===== src/rtl/neuron_operand_loader_pkg.sv =====
// Shared definitions for the neuron operand loader slice.
//   DATA_W_DEFAULT : default operand word width
//   N_WORDS        : operand words per neuron (3 x/w pairs), fixed
//   CNT_W          : width of a bank fill count (0..N_WORDS)
//   load_state_t   : loader FSM states
//   SEL_*          : pair-select codes driven by neuron_control
package dnn_pkg;

    localparam int DATA_W_DEFAULT = 32;
    localparam int N_WORDS        = 6;
    localparam int CNT_W          = 3;

    typedef enum logic [1:0] {
        LOAD  = 2'd0,
        FULL  = 2'd1,
        RUN   = 2'd2,
        DRAIN = 2'd3
    } load_state_t;

    localparam logic [1:0] SEL_NONE = 2'd0;
    localparam logic [1:0] SEL_P1   = 2'd1;
    localparam logic [1:0] SEL_P2   = 2'd2;
    localparam logic [1:0] SEL_P3   = 2'd3;

endpackage


===== src/rtl/neuron_operand_loader_bank.sv =====
// operand_bank: six operand registers with indexed write, synchronous clear
// and a sel-driven x/w pair read mux.
// Optional feature macro: OPLOAD_DOUBLE_BUF_EN adds a whole-bank parallel
// load (copy_en/copy_data) and a flat view of the contents (words).
// Ports:
//   clk, reset      : clock, asynchronous active-high reset
//   clr             : synchronous clear of all words
//   we/waddr/wdata  : single-word write
//   sel             : pair select (0 = none, 1..3 = pair 1..3)
//   op_x/op_w       : selected pair, zero when sel = 0
module operand_bank
    import dnn_pkg::*;
#(
    parameter int DATA_W = DATA_W_DEFAULT
) (
    input  logic                      clk,
    input  logic                      reset,
    input  logic                      clr,
    input  logic                      we,
    input  logic [CNT_W-1:0]          waddr,
    input  logic [DATA_W-1:0]         wdata,
    input  logic [1:0]                sel,
`ifdef OPLOAD_DOUBLE_BUF_EN
    input  logic                      copy_en,
    input  logic [N_WORDS*DATA_W-1:0] copy_data,
    output logic [N_WORDS*DATA_W-1:0] words,
`endif
    output logic [DATA_W-1:0]         op_x,
    output logic [DATA_W-1:0]         op_w
);

    logic [DATA_W-1:0] mem [N_WORDS];

    always_ff @(posedge clk or posedge reset) begin
        if (reset) begin
            for (int i = 0; i < N_WORDS; i++) mem[i] <= '0;
`ifdef OPLOAD_DOUBLE_BUF_EN
        end else if (copy_en) begin
            for (int i = 0; i < N_WORDS; i++) mem[i] <= copy_data[i*DATA_W +: DATA_W];
`endif
        end else if (clr) begin
            for (int i = 0; i < N_WORDS; i++) mem[i] <= '0;
        end else if (we && (waddr < CNT_W'(N_WORDS))) begin
            mem[waddr] <= wdata;
        end
    end

`ifdef OPLOAD_DOUBLE_BUF_EN
    always_comb begin
        words = '0;
        for (int i = 0; i < N_WORDS; i++) words[i*DATA_W +: DATA_W] = mem[i];
    end
`endif

    always_comb begin
        op_x = '0;
        op_w = '0;
        case (sel)
            SEL_P1:  begin op_x = mem[0]; op_w = mem[1]; end
            SEL_P2:  begin op_x = mem[2]; op_w = mem[3]; end
            SEL_P3:  begin op_x = mem[4]; op_w = mem[5]; end
            default: begin op_x = '0;     op_w = '0;     end
        endcase
    end

endmodule


===== src/rtl/neuron_operand_loader.sv =====
// neuron_operand_loader: collects six operand words (x1,w1,x2,w2,x3,w3) from
// a valid/ready stream into an operand bank, signals ready to neuron_control
// and drives the selected x/w pair onto the multiplier operand bus.
// Optional feature macro: OPLOAD_DOUBLE_BUF_EN adds a shadow bank that fills
// while the neuron computes and is swapped in on buf_rst.
// Handshake: a word transfers on a rising edge where in_valid && in_ready;
// in_ready never depends on in_valid, and upstream holds in_data until taken.
// Ports:
//   clk, reset            : clock, asynchronous active-high reset
//   in_valid/in_data      : upstream word stream
//   in_ready              : loader can accept a word this cycle
//   sel                   : pair select from neuron_control
//   buf_rst               : synchronous bank clear, highest priority
//   neuron_done           : completion pulse from neuron_control
//   ready                 : bank full, neuron may start (registered)
//   op_x/op_w             : selected operands
//   busy                  : high in FULL, RUN and DRAIN (registered)
//   state_dbg, cnt_dbg    : FSM state and active fill count for observation
module neuron_operand_loader
    import dnn_pkg::*;
#(
    parameter int DATA_W = DATA_W_DEFAULT
) (
    input  logic              clk,
    input  logic              reset,
    input  logic              in_valid,
    input  logic [DATA_W-1:0] in_data,
    output logic              in_ready,
    input  logic [1:0]        sel,
    input  logic              buf_rst,
    input  logic              neuron_done,
    output logic              ready,
    output logic [DATA_W-1:0] op_x,
    output logic [DATA_W-1:0] op_w,
    output logic              busy,
    output load_state_t       state_dbg,
    output logic [CNT_W-1:0]  cnt_dbg
);

    load_state_t      state, state_next;
    logic [CNT_W-1:0] cnt;
    logic             accept;
    logic             act_we;

    assign accept    = in_valid && in_ready;
    assign act_we    = accept && (state == LOAD);
    assign state_dbg = state;
    assign cnt_dbg   = cnt;

`ifdef OPLOAD_DOUBLE_BUF_EN
    logic [CNT_W-1:0]          shadow_cnt;
    logic                      shadow_we;
    logic [N_WORDS*DATA_W-1:0] shadow_words;
    logic [N_WORDS*DATA_W-1:0] active_words;
    logic [DATA_W-1:0]         shadow_x, shadow_w;

    assign shadow_we = accept && (state != LOAD);

    // Gated by reset so in_ready stays low while reset is held.
    always_comb begin
        in_ready = 1'b0;
        if (!reset && !buf_rst) begin
            if (state == LOAD) in_ready = 1'b1;
            else               in_ready = (shadow_cnt < CNT_W'(N_WORDS));
        end
    end

    always_ff @(posedge clk or posedge reset) begin
        if (reset)          shadow_cnt <= '0;
        else if (buf_rst)   shadow_cnt <= '0;
        else if (shadow_we) shadow_cnt <= shadow_cnt + 1'b1;
    end

    // Active bank takes the shadow contents on buf_rst instead of clearing.
    operand_bank #(.DATA_W(DATA_W)) u_active (
        .clk(clk), .reset(reset), .clr(1'b0),
        .we(act_we), .waddr(cnt), .wdata(in_data), .sel(sel),
        .copy_en(buf_rst), .copy_data(shadow_words), .words(active_words),
        .op_x(op_x), .op_w(op_w)
    );

    operand_bank #(.DATA_W(DATA_W)) u_shadow (
        .clk(clk), .reset(reset), .clr(buf_rst),
        .we(shadow_we), .waddr(shadow_cnt), .wdata(in_data), .sel(SEL_NONE),
        .copy_en(1'b0), .copy_data(active_words), .words(shadow_words),
        .op_x(shadow_x), .op_w(shadow_w)
    );
`else
    assign in_ready = !reset && !buf_rst && (state == LOAD);

    operand_bank #(.DATA_W(DATA_W)) u_active (
        .clk(clk), .reset(reset), .clr(buf_rst),
        .we(act_we), .waddr(cnt), .wdata(in_data), .sel(sel),
        .op_x(op_x), .op_w(op_w)
    );
`endif

    always_ff @(posedge clk or posedge reset) begin
        if (reset) begin
            cnt <= '0;
        end else if (buf_rst) begin
`ifdef OPLOAD_DOUBLE_BUF_EN
            cnt <= shadow_cnt;
`else
            cnt <= '0;
`endif
        end else if (act_we) begin
            cnt <= cnt + 1'b1;
        end
    end

    always_ff @(posedge clk or posedge reset) begin
        if (reset) begin
            state <= LOAD;
            ready <= 1'b0;
            busy  <= 1'b0;
        end else begin
            state <= state_next;
            ready <= (state_next == FULL);
            busy  <= (state_next != LOAD);
        end
    end

    always_comb begin
        state_next = state;
        if (buf_rst) begin
`ifdef OPLOAD_DOUBLE_BUF_EN
            state_next = (shadow_cnt == CNT_W'(N_WORDS)) ? FULL : LOAD;
`else
            state_next = LOAD;
`endif
        end else begin
            case (state)
                LOAD:  if (act_we && (cnt == CNT_W'(N_WORDS - 1))) state_next = FULL;
                FULL:  if (sel != SEL_NONE) state_next = RUN;
                RUN:   if (neuron_done) state_next = DRAIN;
                DRAIN: state_next = DRAIN;
                default: state_next = LOAD;
            endcase
        end
    end

endmodule


===== config.mk =====
export PLATFORM = sky130hd
export DESIGN_NAME = neuron_operand_loader
export DESIGN_NICKNAME = d
export VERILOG_FILES = /design/src/rtl/neuron_operand_loader_pkg.sv /design/src/rtl/neuron_operand_loader_bank.sv /design/src/rtl/neuron_operand_loader.sv
export SDC_FILE = /design/constraint.sdc
export NUM_CORES = 1
export LEC_CHECK = 0
export CORE_MARGIN = 2
export CORE_UTILIZATION = 60
export CTS_CLUSTER_SIZE = 25
export DETAILED_ROUTE_END_ITERATION = 10
export HOLD_SLACK_MARGIN = 0.06
export PLACE_DENSITY_LB_ADDON = 0.08
export REMOVE_ABC_BUFFERS = 1
export SLEW_MARGIN = 10
export SYNTH_ARGS = -nofsm -noshare
export SYNTH_HDL_FRONTEND = slang
export SYNTH_HIERARCHICAL = 1
export SYNTH_SLANG_ARGS = --single-unit

===== constraint.sdc =====
create_clock -name clk -period 16.92 [get_ports clk]
set_input_delay 3.384 -clock clk [delete_from_list [all_inputs] [get_ports clk]]
set_output_delay 3.384 -clock clk [all_outputs]
set_load 0.02 [all_outputs]

# Word-level counts from Yosys, hierarchy flattened
# Cells that the tools add are included.
[word_totals]
inputBits = 39
wordCells = 51
register_bits = 199
output_inout_bits = 72
[classes]
order_cmp = 3
muxes = 14
n_reduce_logical = 14
add_sub_neg = 1
n_eq_ne = 8
bitwise_logic = 1
[op_table]
columns = ["operator", "count"]
rows = [
  ["two-way mux 192 bit", 2],
  ["bitwise mux 192 bit", 1],
  ["one-hot mux 32 bit (3 select lines)", 2],
  ["demux 32 bit (select 3 bit)", 1],
  ["two-way mux 32 bit", 1],
  ["equality test 2 bit, second input constant", 4],
  ["two-way mux 2 bit", 4],
  ["one-hot mux 2 bit (4 select lines)", 1],
  ["nonzero test 2 bit", 4],
  ["logical AND 1 bit", 7],
  ["equality test 2 x 1 -> 1 bit, second input constant", 3],
  ["two-way mux 3 bit", 2],
  ["greater-or-equal comparator 4 bit, second input constant", 1],
  ["less-than comparator 4 x 1 -> 1 bit, second input constant", 1],
  ["inverter 3 -> 4 bit", 1],
  ["adder 3 x 1 -> 3 bit, second input constant", 1],
  ["equality test 3 bit, second input constant", 1],
  ["less-than comparator 3 bit, second input constant", 1],
  ["logical NOT 1 bit", 2],
  ["logical NOT 2 bit", 1],
]

# Logic depth before layout (Yosys ltp)
[depth]
word_depth = 10
depth_mapped = 8
mapped_depth_nobuf = 5

# Hierarchy
# Netlist, hierarchy kept.
[by_module_without_submodules]
columns = ["module", "area_each_um2", "seq_area_each_um2", "cells_per_inst", "instances"]
rows = [
  ["operand_bank", 8713.4, 4804.6, 785, 1],
  ["neuron_operand_loader", 350.3, 175.2, 30, 1],
]

# Least setup slack after synthesis
# No wires, ideal clock.
[synth_path]
path_type = "input port to output port"
start = "input sel[1]"
end = "output op_w[0]"
slack_ps = 9048
arrival_ps = 4488
required_time_ps = 13536
path_stages = 4
path_buffers = 2
cell_sequence = "clkbuf_1 -> buf_2 -> mux2_2 -> a22o_1"
[synth_between]
elab_chain_len = 2
word_cells_on_any_way = 4
cone_classes = "3 x eq/ne; 1 x mux"
[synth_rtl]
columns = ["item", "line", "text"]
rows = [
  ["start, declared", "neuron_operand_loader.sv:29", "input logic [1:0] sel,"],
  ["equality test 2 bit or equality test 2 x 1 -> 1 bit (tied branches)", "neuron_operand_loader_bank.sv:58", "case (sel)"],
  ["one-hot mux 32 bit (3 select lines) *", "neuron_operand_loader_bank.sv:58", ""],
  ["end, declared", "neuron_operand_loader.sv:34", "output logic [DATA_W-1:0] op_w,"],
]
# Mark *: on every way between the ends. The rest lies on a longest branch, timed or not.

# Worst setup path in the final report
[layout_path]
start = "input sel[0]"
end = "output op_w[4]"
# The elaborated chain is that of the path after synthesis.

==> flow_summary_export.csv <==
group,metric,value,unit
outcome,outcome,"completed",
floorplanning,io_pins,111,
synthesis,synth.most_common_cell,"dfrtp_1",
placement,io_buffers,110,
synthesis,synth_top_cell_area_share,54.94,%
layout,antenna_cells,0,
sta,tightest_slew,1.017,ns
sta,tns,0,ns
setup_path,crit_top_cell,"buf_4",
pwr,p_leak,4.731,nW
global_routing,grt_start_max_net_pins,69,
synthesis,syn_inst,815,
pwr,pwr_density_cell,87.81,mW/mm²
pwr,max-vdd-ir-drop,0.06887,mV
layout,post-route-util,73.62,%
routing,wl,24.11,mm
floorplanning,std_cell_rows,44,
setup_path,cp.arrival,5.96,ns
pwr,total_power,946.6,µW
setup_path,critPathLaunchType,"input port",
layout,drive_gt1_share,14.70,%
routing,wl_per_cell,22.14,µm
clock_network,cts_sinks,199,
floorplanning,die-height,126.9,µm
floorplanning,initial_utilization,61.89,%
placement,hpwl,14.20,mm
setup_path,path_buf_inv,4,
clock_network,cts.path.max_buffers,2,
synthesis,ys_seq_area_share,54.94,%
clock_network,cts_hold_buf,0,
routing,vias,7071,
global_routing,grt_usage,30.74,%
synthesis,ys_async_sr_fraction,100.0,%
synthesis,synth_area,0.009064,mm²
synthesis,ys.warnings.count,6,
synthesis,ys_ff_latch,199,
global_routing,grt_antenna_before_repair,0,
hold_path,hold_depth,1,
run,drv_cap,0,
synthesis,ys_types,38,
synthesis,syn_avg_cell_area,11.12,µm²
synthesis,synth_ff_type,"dfrtp_1",
placement,globalplace.congestion,0.8048,
sta,setup_slack,7.580,ns
sta,maxSlewHeadroom,32.11,%
setup_path,crit_path_end_kind,"primary output",
routing,drt-pass1-iter-count,6,
routing,vias_per_cell,6.493,
setup_path,cp_num_cells,6,
floorplanning,core,0.01464,mm²
setup_path,cp_data_required_time,13.54,ns
hold_path,hold_path.class,"register to register",
synthesis,synth.cells.most_frequent,"199 x dfrtp_1, 169 x nand2_1, 164 x a22o_1",
routing,drc,0,
layout,area_delta_synth_final,18.94,%
setup_path,crit_type,"input port to primary output",
clock_network,clock_latency,0.43,ns
setup_path,max_stage_delay,0.74,ns
floorplanning,die-area,0.01610,mm²
setup_path,crit_fanout,67,
sta,finalHoldViolCount,0,
sta,rsz0062_at_grt,"no",
synthesis,synth_edf_count,0,
global_routing,grt_pass1_wl,38.70,mm
sta,timing.fmax,107.1,MHz
clock_network,cts_htree_levels,4,
sta,slew_viol_final,0,
setup_path,cp_slowest_cell,"nor2b_4",
sta,hold_slack,0.5009,ns
routing,drtIter0Drc,612,
global_routing,grt_pass1_vias,7219,
clock_network,post_cts_buffers,0,
placement,dp_slack,7.624,ns
clock_network,cts_tree,"done",
setup_path,worst_r2r_path_depth,6,
sta,min_period_over_period,55.20,%
sta,period_needed,9.340,ns
clock_network,cts-root-buf,"clkbuf_16",
synthesis,yosys-top-cells-area,"dfrtp_1 55%, a22o_1 16%, mux2_2 8.0%",
clock_network,clk_pin_slew,0.07,ns
setup_path,worstPathCellList,"buf_2, buf_4, nor2b_4, buf_4, a22o_1, clkdlybuf4s50_1",
sta,setup_viol,0,
global_routing,grt_overflow,0,
routing,ant_nets,0,
sta,clock_skew,0.01192,ns
layout,final_nets,933,
clock_network,ctsResizeCount,0,
clock_network,cts_buffers,17,
synthesis,yosys.area.top_type,"dfrtp_1",
floorplanning,die_w,126.9,µm
setup_path,path_delay_family,"buffers and inverters",
per-stage QoR:
step | instance area [µm²] | std cells
3_3_place_gp | 10210 | 1057
2_1_floorplan | 8722 | 747
4_1_cts | 10780 | 1089
6_report | 10780 | 1089
5_1_grt | 10780 | 1089
3_5_place_dp | 10210 | 1057
worst register-to-register path, cell delays in order (launching register included):
cell and delay (ns):
dfrtp_1 0.44, nor4_4 0.40, and2_2 0.39, nor4bb_4 0.88, nor2_2 0.37, buf_4 0.33
a22o_1 0.21
logic make-up after synthesis:
family / after synthesis / share of synthesized area, %
multiplexers: 74 / 9.056
AND/OR/NAND/NOR: 214 / 10.88
flip-flops: 199 / 54.94
AO/OA/AOI/OAI: 254 / 20.91
buffers and inverters: 72 / 3.934
adder cells (fa/ha/maj): 2 / 0.2760
sequential cells by signal (all words and copies together), names as in the netlist:
name	cells
u_active/mem	192
cnt_dbg	3
state_dbg	2
busy	1
ready	1
layout make-up:
cell class | count | area [µm²]
Timing Repair Buffer | 126 | 1209
Sequential cell | 199 | 4980
Fill cell | 1017 | 3864
Tap cell | 184 | 230.2
Inverter | 4 | 20.02
Clock buffer | 20 | 456.7
Clock inverter | 12 | 117.6
Multi-Input combinational cell | 544 | 3767
power breakdown:
group	total [mW]	switching, mW	internal [mW]
Combinational	0.0687	0.0463	0.0223
Sequential	0.484	0.00425	0.480
Clock	0.394	0.181	0.213
path summary, 6_finish.rpt:
kind	from	endpoint	slack [ns]
worst max-delay path	sel[0]	op_w[4]	7.58
min in group asynchronous	reset	ready$_DFF_PP0_	3.38
worst max register to register	state_dbg[1]$_DFF_PP0_	u_active/mem[123]$_DFFE_PP0P_	13.78
worst min register to register	u_active/mem[85]$_DFFE_PP0P_	u_active/mem[85]$_DFFE_PP0P_	0.50
worst min-delay path	u_active/mem[85]$_DFFE_PP0P_	u_active/mem[85]$_DFFE_PP0P_	0.50
max in group asynchronous	reset	u_active/mem[31]$_DFFE_PP0P_	12.10
per-layer routing:
metal / global-route usage, % / vias to the layer above / routed length (µm)
met5: 0 / - / 0
met1: 43.82 / 3615 / 10370
met2: 48.64 / 313 / 11660
met3: 4.766 / 39 / 1621
met4: 10.86 / 0 / 460
li1: - / 3104 / -
placed cells by master, fill, tap and decap left out, types with 3 or more instances in the layout:
master           netlist  final
a21oi_1               85     85
a22o_1               164    164
buf_4                  9     17
clkbuf_16              0     17
clkdlybuf4s50_1        0    107
clkinvlp_4             0      4
dfrtp_1              199    199
inv_1                  4      3
inv_6                  0      5
mux2_2                64     64
mux2i_1               10     10
nand2_1              169    169
nand2b_1               4      4
nand3b_1               3      3
nor2_1                13     11
nor2_2                 4      6
Note: power is estimated with default switching activity, not from simulation.
